File: config.mk
export PLATFORM = sky130hd
export DESIGN_NAME = carryskip_adder9
export DESIGN_NICKNAME = d
export VERILOG_FILES = /design/src/rtl/carryskip_adder9_pkg.sv /design/src/rtl/carryskip_adder9_block.sv /design/src/rtl/carryskip_adder9.sv
export SDC_FILE = /design/constraint.sdc
export NUM_CORES = 1
export LEC_CHECK = 0
export ABC_AREA = 1
export BUFFER_PORTS_ARGS = -buffer_cell sky130_fd_sc_hd__buf_2
export CAP_MARGIN = 10
export CORE_ASPECT_RATIO = 0.5
export CORE_UTILIZATION = 50
export CTS_BUF_LIST = sky130_fd_sc_hd__clkbuf_16
export CTS_CLUSTER_SIZE = 25
export DETAILED_ROUTE_END_ITERATION = 8
export PLACE_DENSITY = 0.8
export SYNTH_ARGS = -nofsm -noshare
export SYNTH_HDL_FRONTEND = slang
export SYNTH_SLANG_ARGS = --single-unit
export TNS_END_PERCENT = 30
File: constraint.sdc
create_clock -name clk -period 7.1 [get_ports clk]
set_input_delay 2.13 -clock clk [delete_from_list [all_inputs] [get_ports clk]]
set_output_delay 2.13 -clock clk [all_outputs]
set_load 0.02 [all_outputs]
File: src/rtl/carryskip_adder9_pkg.sv
// Shared constants for the registered 9-bit carry-skip adder.
// Optional signed-overflow flag is enabled with `define OVERFLOW_FLAG_EN.
package carryskip_adder9_pkg;

    localparam int unsigned WIDTH      = 9;
    localparam int unsigned BLOCK_SIZE = 3;

    localparam logic [1:0] CMD_NOP     = 2'b00;
    localparam logic [1:0] CMD_LOAD_A  = 2'b01;
    localparam logic [1:0] CMD_LOAD_B  = 2'b10;
    localparam logic [1:0] CMD_COMPUTE = 2'b11;

    localparam int unsigned SUM8_BIT  = 7;
    localparam int unsigned COUT_BIT  = 6;
    localparam int unsigned VALID_BIT = 5;
    localparam int unsigned OVF_BIT   = 4;

endpackage

File: src/rtl/carryskip_adder9_block.sv
// One carry-skip block: BLOCK_SIZE-bit ripple adder whose carry-out bypasses
// the ripple chain when every bit position propagates.
module carryskip_block #(
    parameter int unsigned BLOCK_SIZE = 3
) (
    input  logic [BLOCK_SIZE-1:0] a,
    input  logic [BLOCK_SIZE-1:0] b,
    input  logic                  c_in,
    output logic [BLOCK_SIZE-1:0] sum,
    output logic                  propagate,
    output logic                  c_out
);

    logic [BLOCK_SIZE-1:0] p;
    logic                  ripple;

    assign p = a ^ b;

    always_comb begin
        sum    = '0;
        ripple = c_in;
        for (int unsigned i = 0; i < BLOCK_SIZE; i++) begin
            sum[i] = p[i] ^ ripple;
            ripple = (a[i] & b[i]) | (p[i] & ripple);
        end
    end

    assign propagate = &p;
    assign c_out     = propagate ? c_in : ripple;

endmodule

File: src/rtl/carryskip_adder9.sv
// Registered 9-bit carry-skip adder behind the 8/8/8 pin wrapper.
// Optional signed-overflow flag on uio_out[4] when OVERFLOW_FLAG_EN is defined.
module carryskip_adder9
    import carryskip_adder9_pkg::*;
#(
    parameter int unsigned BLOCK_SIZE = carryskip_adder9_pkg::BLOCK_SIZE
) (
    input  logic       clk,
    input  logic       rst_n,
    input  logic       ena,
    input  logic [7:0] ui_in,
    input  logic [7:0] uio_in,
    output logic [7:0] uo_out,
    output logic [7:0] uio_out,
    output logic [7:0] uio_oe
);

    localparam int unsigned NBLK = WIDTH / BLOCK_SIZE;

    logic [1:0]       cmd;
    logic [WIDTH-1:0] operand;
    logic             cin;

    logic [WIDTH-1:0] a_q, b_q, sum_q;
    logic             cout_q, valid_q, ovf_q;

    logic [WIDTH-1:0] core_sum;
    logic [NBLK:0]    carry;
    logic [NBLK-1:0]  blk_prop;
    logic             unused_ok;

    assign cmd     = uio_in[1:0];
    assign operand = {uio_in[2], ui_in};
    assign cin     = uio_in[3];

    assign carry[0] = cin;

    for (genvar g = 0; g < NBLK; g++) begin : g_blk
        carryskip_block #(.BLOCK_SIZE(BLOCK_SIZE)) u_blk (
            .a         (a_q[g*BLOCK_SIZE +: BLOCK_SIZE]),
            .b         (b_q[g*BLOCK_SIZE +: BLOCK_SIZE]),
            .c_in      (carry[g]),
            .sum       (core_sum[g*BLOCK_SIZE +: BLOCK_SIZE]),
            .propagate (blk_prop[g]),
            .c_out     (carry[g+1])
        );
    end

    always_ff @(posedge clk or negedge rst_n) begin
        if (!rst_n) begin
            a_q     <= '0;
            b_q     <= '0;
            sum_q   <= '0;
            cout_q  <= 1'b0;
            valid_q <= 1'b0;
        end else if (ena) begin
            case (cmd)
                CMD_LOAD_A: begin
                    a_q     <= operand;
                    valid_q <= 1'b0;
                end
                CMD_LOAD_B: begin
                    b_q     <= operand;
                    valid_q <= 1'b0;
                end
                CMD_COMPUTE: begin
                    sum_q   <= core_sum;
                    cout_q  <= carry[NBLK];
                    valid_q <= 1'b1;
                end
                default: ;
            endcase
        end
    end

`ifdef OVERFLOW_FLAG_EN
    always_ff @(posedge clk or negedge rst_n) begin
        if (!rst_n)
            ovf_q <= 1'b0;
        else if (ena && cmd == CMD_COMPUTE)
            ovf_q <= (a_q[WIDTH-1] == b_q[WIDTH-1]) && (core_sum[WIDTH-1] != a_q[WIDTH-1]);
    end
    assign uio_oe = 8'b1111_0000;
`else
    assign ovf_q  = 1'b0;
    assign uio_oe = 8'b1110_0000;
`endif

    always_comb begin
        uio_out            = '0;
        uio_out[SUM8_BIT]  = sum_q[WIDTH-1];
        uio_out[COUT_BIT]  = cout_q;
        uio_out[VALID_BIT] = valid_q;
        uio_out[OVF_BIT]   = ovf_q;
    end

    assign uo_out    = sum_q[7:0];
    assign unused_ok = &{1'b0, uio_in[7:4], blk_prop};

endmodule

==> flow_summary.toml <==
[clocking]
clock_path_buffers = 2
worstSkewPairLatency_ns = 0.27
post-cts-setup-buffers = 0
htreeDepth = 2
cts_resized = 0
cts-buffers-inserted = 5
clkTransAtPathRegs_ns = 0.05
cts_tree = "built"
postCtsHoldBufs = 0
clockRootBuffer = "clkbuf_16"
cts.sinks = 29

[logic_synthesis]
synthArstFlopShare = 1.00
synth_seq_cells = 29
synth_compound_area_frac = 0.0685
synth-simple-area-share = 0.106
synthAdderAreaFrac = 0.182
synth_warnings = 0
synth_seq_area_share = 0.451
synth_edf_count = 0
syn_area_um2 = 1610
synth.distinct_cells = 19
synthFlopType = "dfrtp_1"
avgSynthCellArea_um2 = 10.3
syn_inst = 156
synth_top_family_by_area = "adder cells"
synth_xor_area_frac = 0
synth.area.mux_share = 0.0560

[sta]
fin_crit_sh = 0.858
fin_crit_ns = 6.09
worstMarginPinSlew_ns = 0.629
drv_slew = 0
fin_skew_ns = 0.00313
setup_viol = 0
fmax_mhz = 164
final_hold_viol_count = 0
rsz0062_at_grt = "false"
relSlewSlack = 0.581
tns_ns = 0

[job]
max_cap_violations = 0

[route]
post_drt_via_cell_ratio = 4.66
routed.top_layer = "met4"
drc = 0
dr_wl_met3_um = 144
wirelength_met1_um = 1220
routed_wirelength_um = 2640
initialDrtViolationCount = 56
drtPass1Iterations = 6
wl_per_cell_um = 11.9
ant_nets = 0
wl_met2_um = 1200
via_count = 1034

[final_layout]
register_area_um2 = 726
fillers = 236
nNetsFinal = 218
diodes = 0
drive_gt1_frac = 0.220
areaGrowthSynthToFinish_pct = 13.7
layout_common_cells = "nand2_1 (29), dfrtp_1 (29), buf_2 (25)"
multi_input_area_um2 = 712
final_cell_area_um2 = 1830

[global_route]
antenna_found_initial = 0
grt_pass1_wl_um = 4500
grt_max_degree = 30
grt.total_usage = 0.189
grt_pass1_vias = 987
grt_overflow = 0

[critical_path]
crit_path_end_kind = "flip-flop"
worstPathRequired_ns = 7.28
cp_max_fo = 2
cp-start-kind = "primary input"
crit_type = "primary input to flip-flop"
reg2reg_depth = 19
arrival_ns = 6.28

[floorplan]
die-area_um2 = 3460
die_h_um = 42.1
num_rows = 14
design.core.area_um2 = 3030
die_w_um = 82.2
num_io_pins = 43
initial_utilization = 0.531

[place]
gp_congestion = 0.729
port_buffers = 25
placed_area_um2 = 1690
dpl.hpwl_um = 1960

[run_status]
status = "finished clean"

[power_and_ir_drop]
peakVddDrop_uv = 150
p_leak_nw = 1.02
p_per_area_nw_per_um2 = 333

[min_path]
hold_path_depth = 2
hp-class = "flip-flop to flip-flop"
Yosys cell counts, types with 2 or more instances:
cell / number / area share
buf_4: 15 / 0.070
nand3_1: 5 / 0.016
dfrtp_1: 29 / 0.45
ha_1: 9 / 0.070
o21ai_0: 21 / 0.065
nand2_1: 29 / 0.068
conb_1: 2 / 0.0047
mux2_4: 3 / 0.028
fa_1: 9 / 0.11
inv_1: 21 / 0.049
mux2_2: 4 / 0.028
nand3_2: 2 / 0.012
metrics by stage:
stage                util  std cells  power (mW)  setup slack (ns)  hold slack, ns
floorplan               -        167       0.372              1.11           0.443
global placement    0.558        214       0.414             0.799           0.454
detailed placement  0.558        214       0.425             0.701           0.466
CTS                 0.603        222       0.617              1.00           0.479
global route        0.603        222       0.652             0.813           0.504
finish              0.603        222       0.609              1.01           0.469
worst max-delay path: stages:
cell	delay [ns]
buf_2	0.09
inv_1	0.09
fa_1	0.18
inv_1	0.05
fa_1	0.37
fa_1	0.37
inv_1	0.07
nand2_1	0.08
nand2_1	0.08
inv_1	0.05
fa_1	0.37
fa_1	0.39
fa_1	0.37
nand2_1	0.10
nand2_1	0.07
fa_1	0.40
fa_1	0.38
inv_1	0.08
fa_1	0.40
o21ai_0	0.16
area by class of cell:
type / count / share of cell area
clock buffers: 5 / 0.0684
flip-flops and latches: 29 / 0.397
inverters: 21 / 0.0431
well taps: 40 / 0.0274
repair buffers: 25 / 0.0684
clock inverters: 3 / 0.00616
multi-input cells: 99 / 0.389
routing by layer:
layer	vias up	track usage
li1	510	-
met1	483	0.241
met3	9	0.0717
met5	-	0
met4	0	0.0982
met2	32	0.281
power breakdown:
part           internal, mW  total [mW]  switching, mW
Clock                 0.125       0.189         0.0643
Sequential            0.209       0.241         0.0316
Combinational        0.0757       0.179          0.104
Total                 0.410       0.609          0.200
cell families after synthesis:
| kind of cell | after synthesis |
|---|---|
| multiplexers | 7 |
| adder cells (fa/ha/maj) | 18 |
| buffers and inverters | 39 |
| flip-flops | 29 |
| other | 2 |
| AND/OR/NAND/NOR | 39 |
| AO/OA/AOI/OAI | 22 |
state kept, by name, summed over array words and instances (netlist names):
| signal | flops |
|---|---|
| b_q | 9 |
| valid_q | 1 |
| cout_q | 1 |
| a_q | 9 |
| sum_q | 9 |
path summary, 6_finish.rpt:
| check | endpoint | startpoint | slack, ns |
|---|---|---|---|
| min in group asynchronous | sum_q[3]$_DFFE_PN0P_ | rst_n | 1.88 |
| max in group asynchronous | b_q[2]$_DFFE_PN0P_ | rst_n | 4.81 |
| worst min-delay path | valid_q$_DFFE_PN0P_ | valid_q$_DFFE_PN0P_ | 0.47 |
| worst max register to register | sum_q[8]$_DFFE_PN0P_ | a_q[0]$_DFFE_PN0P_ | 2.55 |
| worst max-delay path | sum_q[8]$_DFFE_PN0P_ | uio_in[3] | 1.01 |
| worst min register to register | valid_q$_DFFE_PN0P_ | valid_q$_DFFE_PN0P_ | 0.47 |
Power figures use the tool's default switching activity.
